==> config.mk <==
export PLATFORM = sky130hd
export DESIGN_NAME = fetch_pc_unit_flat
export DESIGN_NICKNAME = d
export VERILOG_FILES = /design/src/rtl/fetch_pc_unit_if.sv /design/src/rtl/fetch_pc_unit.sv /design/src/flat_wrapper.sv
export SDC_FILE = /design/constraint.sdc
export NUM_CORES = 1
export LEC_CHECK = 0
export ABC_AREA = 1
export CORE_UTILIZATION = 53
export DETAILED_ROUTE_END_ITERATION = 6
export PLACE_DENSITY = 0.88
export SLEW_MARGIN = 25
export SYNTH_ARGS = -nofsm -noshare
export SYNTH_HDL_FRONTEND = slang
export SYNTH_SLANG_ARGS = --single-unit
==> constraint.sdc <==
create_clock -name clk -period 2.7 [get_ports clk]
set_input_delay 0.27 -clock clk [delete_from_list [all_inputs] [get_ports clk]]
set_output_delay 0.27 -clock clk [all_outputs]
set_load 0.1 [all_outputs]
==> src/rtl/fetch_pc_unit_if.sv <==
`default_nettype none
// ============================================================================
//  Module   : fetch_pc_unit_if
//  Purpose  : Bundles the fetch PC unit's control inputs (hazard stall,
//             D-stage redirect, CP0 exception/eret) and its F-side IF/ID
//             payload outputs.
//  Modports : master - hazard unit / D stage / CP0 side (drives controls,
//                      receives F-side payload)
//             slave  - fetch_pc_unit itself
//  Signals  : stall, npc_valid, npc_target[31:0], D_is_branch,
//             D_branch_likely, D_branch_taken, exc_req, eret_req, epc[31:0]
//             -> F_PC[31:0], F_PC8[31:0], F_exc[4:0], F_BD, likely,
//             redirect_pending
//  Revision : 1.0 - initial release
// ============================================================================
interface fetch_pc_unit_if;
    logic        stall;
    logic        npc_valid;
    logic [31:0] npc_target;
    logic        D_is_branch;
    logic        D_branch_likely;
    logic        D_branch_taken;
    logic        exc_req;
    logic        eret_req;
    logic [31:0] epc;

    logic [31:0] F_PC;
    logic [31:0] F_PC8;
    logic [4:0]  F_exc;
    logic        F_BD;
    logic        likely;
    logic        redirect_pending;

    modport master (
        output stall, npc_valid, npc_target, D_is_branch, D_branch_likely,
               D_branch_taken, exc_req, eret_req, epc,
        input  F_PC, F_PC8, F_exc, F_BD, likely, redirect_pending
    );

    modport slave (
        input  stall, npc_valid, npc_target, D_is_branch, D_branch_likely,
               D_branch_taken, exc_req, eret_req, epc,
        output F_PC, F_PC8, F_exc, F_BD, likely, redirect_pending
    );
endinterface
`default_nettype wire

==> src/rtl/fetch_pc_unit.sv <==
`default_nettype none
// ============================================================================
//  Module   : fetch_pc_unit
//  Purpose  : Fetch-stage PC generator. Holds the architectural fetch PC,
//             selects the next PC (exception > eret > stall > held redirect
//             > redirect > sequential) and produces the F-side IF/ID
//             payload. F_PC doubles as the instruction-memory address.
//  Ports    : clk   - system clock
//             reset - asynchronous, active-high reset
//             bus   - fetch_pc_unit_if.slave (controls in, F payload out)
//  Config   : FETCH_ADEL_CHECK_EN - when defined, F_exc flags misaligned or
//             out-of-range fetch addresses with EXC_ADEL; when undefined,
//             F_exc is tied to zero and no address checker is built.
//  Revision : 1.0 - initial release
// ============================================================================
module fetch_pc_unit #(
    parameter logic [31:0] RESET_PC   = 32'h0000_3000,
    parameter logic [31:0] HANDLER_PC = 32'h0000_4180,
    parameter logic [31:0] IM_BASE    = 32'h0000_3000,
    parameter logic [31:0] IM_LIMIT   = 32'h0000_6FFC,
    parameter logic [4:0]  EXC_ADEL   = 5'd4
) (
    input  wire logic           clk,
    input  wire logic           reset,
    fetch_pc_unit_if.slave      bus
);

    typedef enum logic [0:0] {
        ST_RUN  = 1'b0,   // no redirect held
        ST_HOLD = 1'b1    // redirect captured during a stall, waiting
    } state_t;

    state_t      r_state;
    state_t      w_state_next;
    logic [31:0] r_pc;
    logic [31:0] w_pc_next;
    logic [31:0] r_pend_target;
    logic [31:0] w_pend_next;

    // ------------------------------------------------------------------
    // State / PC registers
    // ------------------------------------------------------------------
    always_ff @(posedge clk or posedge reset) begin
        if (reset) begin
            r_state       <= ST_RUN;
            r_pc          <= RESET_PC;
            r_pend_target <= 32'd0;
        end else begin
            r_state       <= w_state_next;
            r_pc          <= w_pc_next;
            r_pend_target <= w_pend_next;
        end
    end

    // ------------------------------------------------------------------
    // Next-PC selection
    // ------------------------------------------------------------------
    always_comb begin
        w_state_next = r_state;
        w_pc_next    = r_pc;
        w_pend_next  = r_pend_target;

        if (bus.exc_req) begin
            // Pipe flush: any held redirect belongs to squashed code.
            w_pc_next    = HANDLER_PC;
            w_state_next = ST_RUN;
            w_pend_next  = 32'd0;
        end else if (bus.eret_req) begin
            w_pc_next    = bus.epc;
            w_state_next = ST_RUN;
            w_pend_next  = 32'd0;
        end else if (bus.stall) begin
            // PC frozen; a redirect arriving now must not be lost because
            // npc_valid is only a one-cycle pulse. Latest one wins.
            if (bus.npc_valid) begin
                w_pend_next  = bus.npc_target;
                w_state_next = ST_HOLD;
            end
        end else if (r_state == ST_HOLD) begin
            // A fresh redirect is younger than the held one, so it wins.
            w_pc_next    = bus.npc_valid ? bus.npc_target : r_pend_target;
            w_state_next = ST_RUN;
        end else if (bus.npc_valid) begin
            w_pc_next    = bus.npc_target;
        end else begin
            w_pc_next    = r_pc + 32'd4;
        end
    end

    // ------------------------------------------------------------------
    // F-side payload
    // ------------------------------------------------------------------
    assign bus.F_PC             = r_pc;
    assign bus.F_PC8            = r_pc + 32'd8;
    assign bus.F_BD             = bus.D_is_branch & ~bus.exc_req & ~bus.eret_req;
    // Not-taken branch-likely: the delay slot being captured this cycle is
    // annulled, so IF/ID turns it into a bubble. Only meaningful when IF/ID
    // actually writes (no stall) and the pipe is not being flushed anyway.
    assign bus.likely           = bus.D_branch_likely & ~bus.D_branch_taken &
                                  ~bus.stall & ~bus.exc_req;
    assign bus.redirect_pending = (r_state == ST_HOLD);

`ifdef FETCH_ADEL_CHECK_EN
    logic w_adel;
    assign w_adel    = (r_pc[1:0] != 2'b00) || (r_pc < IM_BASE) || (r_pc > IM_LIMIT);
    assign bus.F_exc = w_adel ? EXC_ADEL : 5'd0;
`else
    // Address checking compiled out; the parameters are only referenced
    // here so the configuration stays uniform across both builds.
    logic w_unused_cfg;
    assign w_unused_cfg = ^{IM_BASE, IM_LIMIT, EXC_ADEL};
    assign bus.F_exc    = 5'd0;
`endif

endmodule
`default_nettype wire
==> src/flat_wrapper.sv <==
// flat-port wrapper written by rule: the top's interface ports become plain ports
module fetch_pc_unit_flat 
#(
    parameter logic [31:0] RESET_PC   = 32'h0000_3000,
    parameter logic [31:0] HANDLER_PC = 32'h0000_4180,
    parameter logic [31:0] IM_BASE    = 32'h0000_3000,
    parameter logic [31:0] IM_LIMIT   = 32'h0000_6FFC,
    parameter logic [4:0]  EXC_ADEL   = 5'd4
)
  (clk, reset, bus_stall, bus_npc_valid, bus_npc_target, bus_D_is_branch, bus_D_branch_likely, bus_D_branch_taken, bus_exc_req, bus_eret_req, bus_epc, bus_F_PC, bus_F_PC8, bus_F_exc, bus_F_BD, bus_likely, bus_redirect_pending);
  fetch_pc_unit_if bus_i ();
  input  wire logic clk;
  input  wire logic reset;
  input wire logic [$bits(bus_i.stall)-1:0] bus_stall;
  input wire logic [$bits(bus_i.npc_valid)-1:0] bus_npc_valid;
  input wire logic [$bits(bus_i.npc_target)-1:0] bus_npc_target;
  input wire logic [$bits(bus_i.D_is_branch)-1:0] bus_D_is_branch;
  input wire logic [$bits(bus_i.D_branch_likely)-1:0] bus_D_branch_likely;
  input wire logic [$bits(bus_i.D_branch_taken)-1:0] bus_D_branch_taken;
  input wire logic [$bits(bus_i.exc_req)-1:0] bus_exc_req;
  input wire logic [$bits(bus_i.eret_req)-1:0] bus_eret_req;
  input wire logic [$bits(bus_i.epc)-1:0] bus_epc;
  output wire logic [$bits(bus_i.F_PC)-1:0] bus_F_PC;
  output wire logic [$bits(bus_i.F_PC8)-1:0] bus_F_PC8;
  output wire logic [$bits(bus_i.F_exc)-1:0] bus_F_exc;
  output wire logic [$bits(bus_i.F_BD)-1:0] bus_F_BD;
  output wire logic [$bits(bus_i.likely)-1:0] bus_likely;
  output wire logic [$bits(bus_i.redirect_pending)-1:0] bus_redirect_pending;
  assign bus_i.stall = bus_stall;
  assign bus_i.npc_valid = bus_npc_valid;
  assign bus_i.npc_target = bus_npc_target;
  assign bus_i.D_is_branch = bus_D_is_branch;
  assign bus_i.D_branch_likely = bus_D_branch_likely;
  assign bus_i.D_branch_taken = bus_D_branch_taken;
  assign bus_i.exc_req = bus_exc_req;
  assign bus_i.eret_req = bus_eret_req;
  assign bus_i.epc = bus_epc;
  assign bus_F_PC = bus_i.F_PC;
  assign bus_F_PC8 = bus_i.F_PC8;
  assign bus_F_exc = bus_i.F_exc;
  assign bus_F_BD = bus_i.F_BD;
  assign bus_likely = bus_i.likely;
  assign bus_redirect_pending = bus_i.redirect_pending;
  fetch_pc_unit #(.RESET_PC(RESET_PC), .HANDLER_PC(HANDLER_PC), .IM_BASE(IM_BASE), .IM_LIMIT(IM_LIMIT), .EXC_ADEL(EXC_ADEL)) u_core (.clk(clk), .reset(reset), .bus(bus_i));
endmodule
; Word level (Yosys, flattened, before mapping)
; Index checks and enable logic that the tools add are counted.
[word_totals]
out_inout_bits = 72
input_bits = 73
register_bits = 65
wordCells = 30
[op_classes]
n_eq_ne = 2
bitwise_logic = 9
muxes = 13
add_sub_neg = 2
reduce_logical = 1
[ops]
columns = op, count
row1 = 32-bit 2-to-1 mux, 9
row2 = "32-bit by 3-bit adder with 32-bit output, second input constant", 1
row3 = "32-bit by 4-bit adder with 32-bit output, second input constant", 1
row4 = 1-bit bitwise AND, 5
row5 = 1-bit 2-to-1 mux, 4
row6 = "4-bit by 1-bit inequality test with 1-bit output, second input constant", 1
row7 = 1-bit inverter, 4
row8 = "3-bit by 1-bit inequality test with 1-bit output, second input constant", 1
row9 = 3-bit nonzero test, 1

; Logic depth before layout (Yosys ltp)
[logic_depth]
ltp_word = 6
mapped_depth = 13
depth_no_buf = 13

; Least setup slack after synthesis
; No wires, ideal clock.
[synth_timing]
kind = register to output
startpoint = register u_core.r_pc[3] (netlist: u_core.bus.F_PC[3])
endpoint = output port bus_F_PC8[28]
required_ns = 2.430
path_stages_with_launch = 7
slack_ns = -1.493
n_path_buf = 0
arrival_time_ns = 3.923
cell_sequence = dfrtp_1 -> inv_1 -> nor2_2 -> nand4_2 -> or2_4 -> nor2_2 -> xor2_1
[synth_via]
elab_chain_cells = 1
[synth_lines]
columns = element, line
row1 = "start, declared", fetch_pc_unit.sv:35  ; logic [31:0] r_pc;
row2 = "start signal, assigned", fetch_pc_unit.sv:50  ; r_pc <= w_pc_next;
row3 = 32-bit by 4-bit adder with 32-bit output, fetch_pc_unit.sv:94  ; assign bus.F_PC8 = r_pc + 32'd8;
row4 = "end, declared", flat_wrapper.sv:24  ; output wire logic [$bits(bus_i.F_PC8)-1:0] bus_F_PC8;
; Every way passes these cells.

; Final worst setup path
[layout_timing]
startpoint = register u_core.r_pc[12] (netlist: u_core.bus.F_PC[12])
endpoint = output port bus_F_PC8[27]
; The elaborated chain is that of the path after synthesis.

==> results.py <==
metrics = {
    "cells_and_area": {
        "layout-drive-gt1-share_pct": 20.0,
        "multi_input_area_um2": 3390,
        "nNetsFinal": 983,
        "final_cell_mix": "nand2_1, nor2_1, inv_1",
        "syn_to_final_growth_pct": 47.4,
        "regArea_um2": 1650,
        "diodes": 0,
        "finish.utilization_pct": 80.6,
        "mostFrequentLayoutCell": "nand2_1",
        "nFillCells": 628,
    },
    "grt": {
        "grt_max_degree": 71,
        "antenna_found_initial": 0,
        "grt_pass1_vias": 5567,
        "grt_use_total_pct": 38.3,
        "grt_first_pass_wirelength_mm": 29.1,
        "grt.overflow.total": 0,
    },
    "cts": {
        "cts_buffers": 9,
        "cts_tree": "done",
        "ctsHoldBuffers": 0,
        "clk-insertion-delay-late_ns": 0.35,
        "cts_max_level": 3,
        "clk_path_buf_depth": 2,
        "cts_root_buf": "clkbuf_8",
        "clock_sinks": 65,
        "clkTransAtPathRegs_ns": 0.08,
    },
    "floorplan": {
        "dieArea_um2": 9880,
        "io_pins": 145,
        "die_h_um": 99.4,
        "dieWidth_um": 99.4,
        "rows": 35,
        "start_util_pct": 54.7,
        "core_um2": 9200,
    },
    "synth": {
        "ys_ff_latch": 65,
        "synth-compound-area-share_pct": 16.0,
        "synth_top_family_by_area": "simple AND/OR/NAND/NOR gates",
        "avgSynthCellArea_um2": 6.40,
        "synthArstFlopShare_pct": 100,
        "yosysWarnings": 0,
        "synthXorXnorAreaFrac_pct": 4.88,
        "synth_fa_ha_area_share_pct": 0.498,
        "synth.distinct_cells": 44,
        "yosys.area_share.simple_pct": 35.5,
        "ys_seq_area_share_pct": 32.4,
        "synth_edf_count": 0,
        "netlist_area_um2": 5030,
        "synth_mux_area_share_pct": 0,
        "synth-main-ff-cell": "dfrtp_1",
        "netlist_instances": 786,
    },
    "drt": {
        "via_per_inst": 5.84,
        "vias": 5985,
        "wire_per_inst_um": 17.7,
        "drtIter0Drc": 705,
        "routed_wl_mm": 18.1,
        "dr.pass1.iters": 5,
        "ant_nets": 0,
        "drcViolationCount": 0,
    },
    "place": {
        "portBuffers": 139,
        "place_congestion": 0.990,
        "dpl.hpwl_mm": 13.8,
    },
    "worst_hold_path": {
        "hp-class": "in2async",
    },
    "worst_setup_path": {
        "r2r_start": "u_core.bus.F_PC[3]",
        "worstPathArrival_ns": 2.30,
        "cp-end-kind": "output port",
        "path_max_fanout": 7,
        "reg2reg_setup_slack_ns": 0.62,
        "path_cells": "nand2_2 -> nor2_2 -> nand3_1 -> nor3_4 -> xor2_4 -> buf_12",
        "worstSetupPathType": "reg2out",
        "cpMaxStageDelayCell": "dfstp_2",
        "critPathRequiredTime_ns": 2.43,
        "cp-start-kind": "flip-flop",
        "rr_endpoint": "u_core.bus.F_PC[25]",
        "reg2reg_depth": 12,
        "critPathMaxStageDelay_ns": 0.69,
    },
    "sta": {
        "period_minus_slack_ns": 2.57,
        "rsz0062_at_grt": "no",
        "worst_hold_slack_ns": 0.340,
        "setup_viol": 0,
        "fmax_mhz": 389,
        "worstMarginPinSlew_ns": 0.855,
        "fin_skew_ns": 0.0146,
        "hold_viol": 0,
        "max_slew_margin_pct": 42.9,
        "slew_viol_final": 0,
        "timing.final.crit_share_pct": 95.3,
    },
    "pwr": {
        "p_comb_share_pct": 41.3,
        "peakVddDrop_v": 0.000310,
        "p_sw_mw": 1.62,
        "power_leakage_nw": 3.31,
        "internal_power_mw": 2.10,
        "swShare_pct": 43.5,
        "clkPwrFrac_pct": 27.7,
        "p_per_area_nw_per_um2": 502,
        "seqPwrFrac_pct": 31.0,
    },
    "flow_run": {
        "max-cap-violations": 0,
    },
    "run_status": {
        "status": "complete, no violations",
    },
}
how the worst max path moves through the flow:
stage / startpoint / to / slack [ns] / cells after the start
final: u_core.bus.F_PC[12] / bus_F_PC8[27] / 0.13 / 6
after global routing: u_core.bus.F_PC[13] / bus_F_PC8[29] / 0.02 / 7
after CTS: u_core.bus.F_PC[3] / bus_F_PC8[25] / 0.006 / 8
after detailed placement: u_core.bus.F_PC[3] / bus_F_PC8[25] / 0.29 / 8
after global placement: u_core.bus.F_PC[3] / bus_F_PC8[25] / 0.34 / 8
after floorplan: u_core.bus.F_PC[3] / bus_F_PC8[28] / -0.36 / 6
cell type report:
class	instances	share of cell area [%]
multi-input combinational	599	45.7
timing repair buffer	154	22.7
sequential	65	22.3
inverter	79	4.05
tap	111	1.87
clock buffer	10	1.72
clock inverter	6	1.55
sequential cells by signal (all words and copies together) (netlist names):
| name | cells |
|---|---|
| u_core.bus.redirect_pending | 1 |
| u_core.bus.F_PC | 32 |
| u_core.r_pend_target | 32 |
power by group through the flow:
stage	clock, mW	combinational (mW)	sequential [mW]
2_1_floorplan	0	0.777	1.43
3_3_place_gp	0	1.51	1.16
3_5_place_dp	0	1.52	1.17
4_1_cts	1.04	1.53	1.15
5_1_grt	1.09	1.60	1.16
6_report	1.03	1.54	1.15
critical path: cells and delay by family (launching register included):
kind                   cells  cell delay, ns
XOR/XNOR                   1            0.19
buffers and inverters      1            0.19
flip-flops                 1            0.69
AND/OR/NAND/NOR            4            0.89
repair_timing:
action / 4_1_cts / 5_1_grt
cloned: 0 / 0
endpoints found under the setup margin: 1 / 4
resized for setup: 1 / 3
pin swaps: 1 / 2
setup buffers: 1 / 0
Yosys cell counts, types with 6 or more instances:
cell / number / share of area [%]
nor2_1: 101 / 7.5
a311oi_1: 6 / 1.0
clkbuf_1: 17 / 1.3
buf_4: 12 / 1.8
nand2_1: 237 / 18
buf_1: 6 / 0.45
dfrtp_1: 63 / 31
inv_1: 78 / 5.8
nand2_2: 7 / 0.87
a21oi_1: 39 / 3.9
o211ai_1: 6 / 0.90
nand3_1: 55 / 5.5
xor2_1: 27 / 4.7
o22ai_1: 11 / 1.4
nor2_2: 9 / 1.1
o21ai_0: 53 / 5.3
buf_2: 10 / 1.0
logic make-up (layout without fill, tap and decap cells):
family,count (synthesis),in the layout
other,1,5
DFF,65,65
AOI/OAI and AO/OA,138,138
adders and majority gates,2,2
and+or+nand+nor,426,426
buffers and inverters,126,249
xor gates and xnor gates,28,28
stage by stage:
step	setup WS, ns	area [um^2]	std cells	power, mW	TNS, ns
2_1_floorplan	-0.361	5580	790	2.21	-3.04
3_3_place_gp	0.342	7150	1007	2.67	0
3_5_place_dp	0.287	7150	1007	2.69	0
4_1_cts	0.00588	7400	1024	3.72	0
5_1_grt	0.0233	7410	1024	3.86	0
6_report	0.127	7410	1024	3.72	0
metal layers:
layer	wire, um	up-vias	GRT usage, %	part of all wire, %
met5	0	-	0	0
met4	516	0	12.3	2.8
met3	1950	51	7.52	11
met2	8520	394	60.1	47
met1	7120	2784	53.4	39
li1	-	2756	-	-
Power figures use the tool's default switching activity.
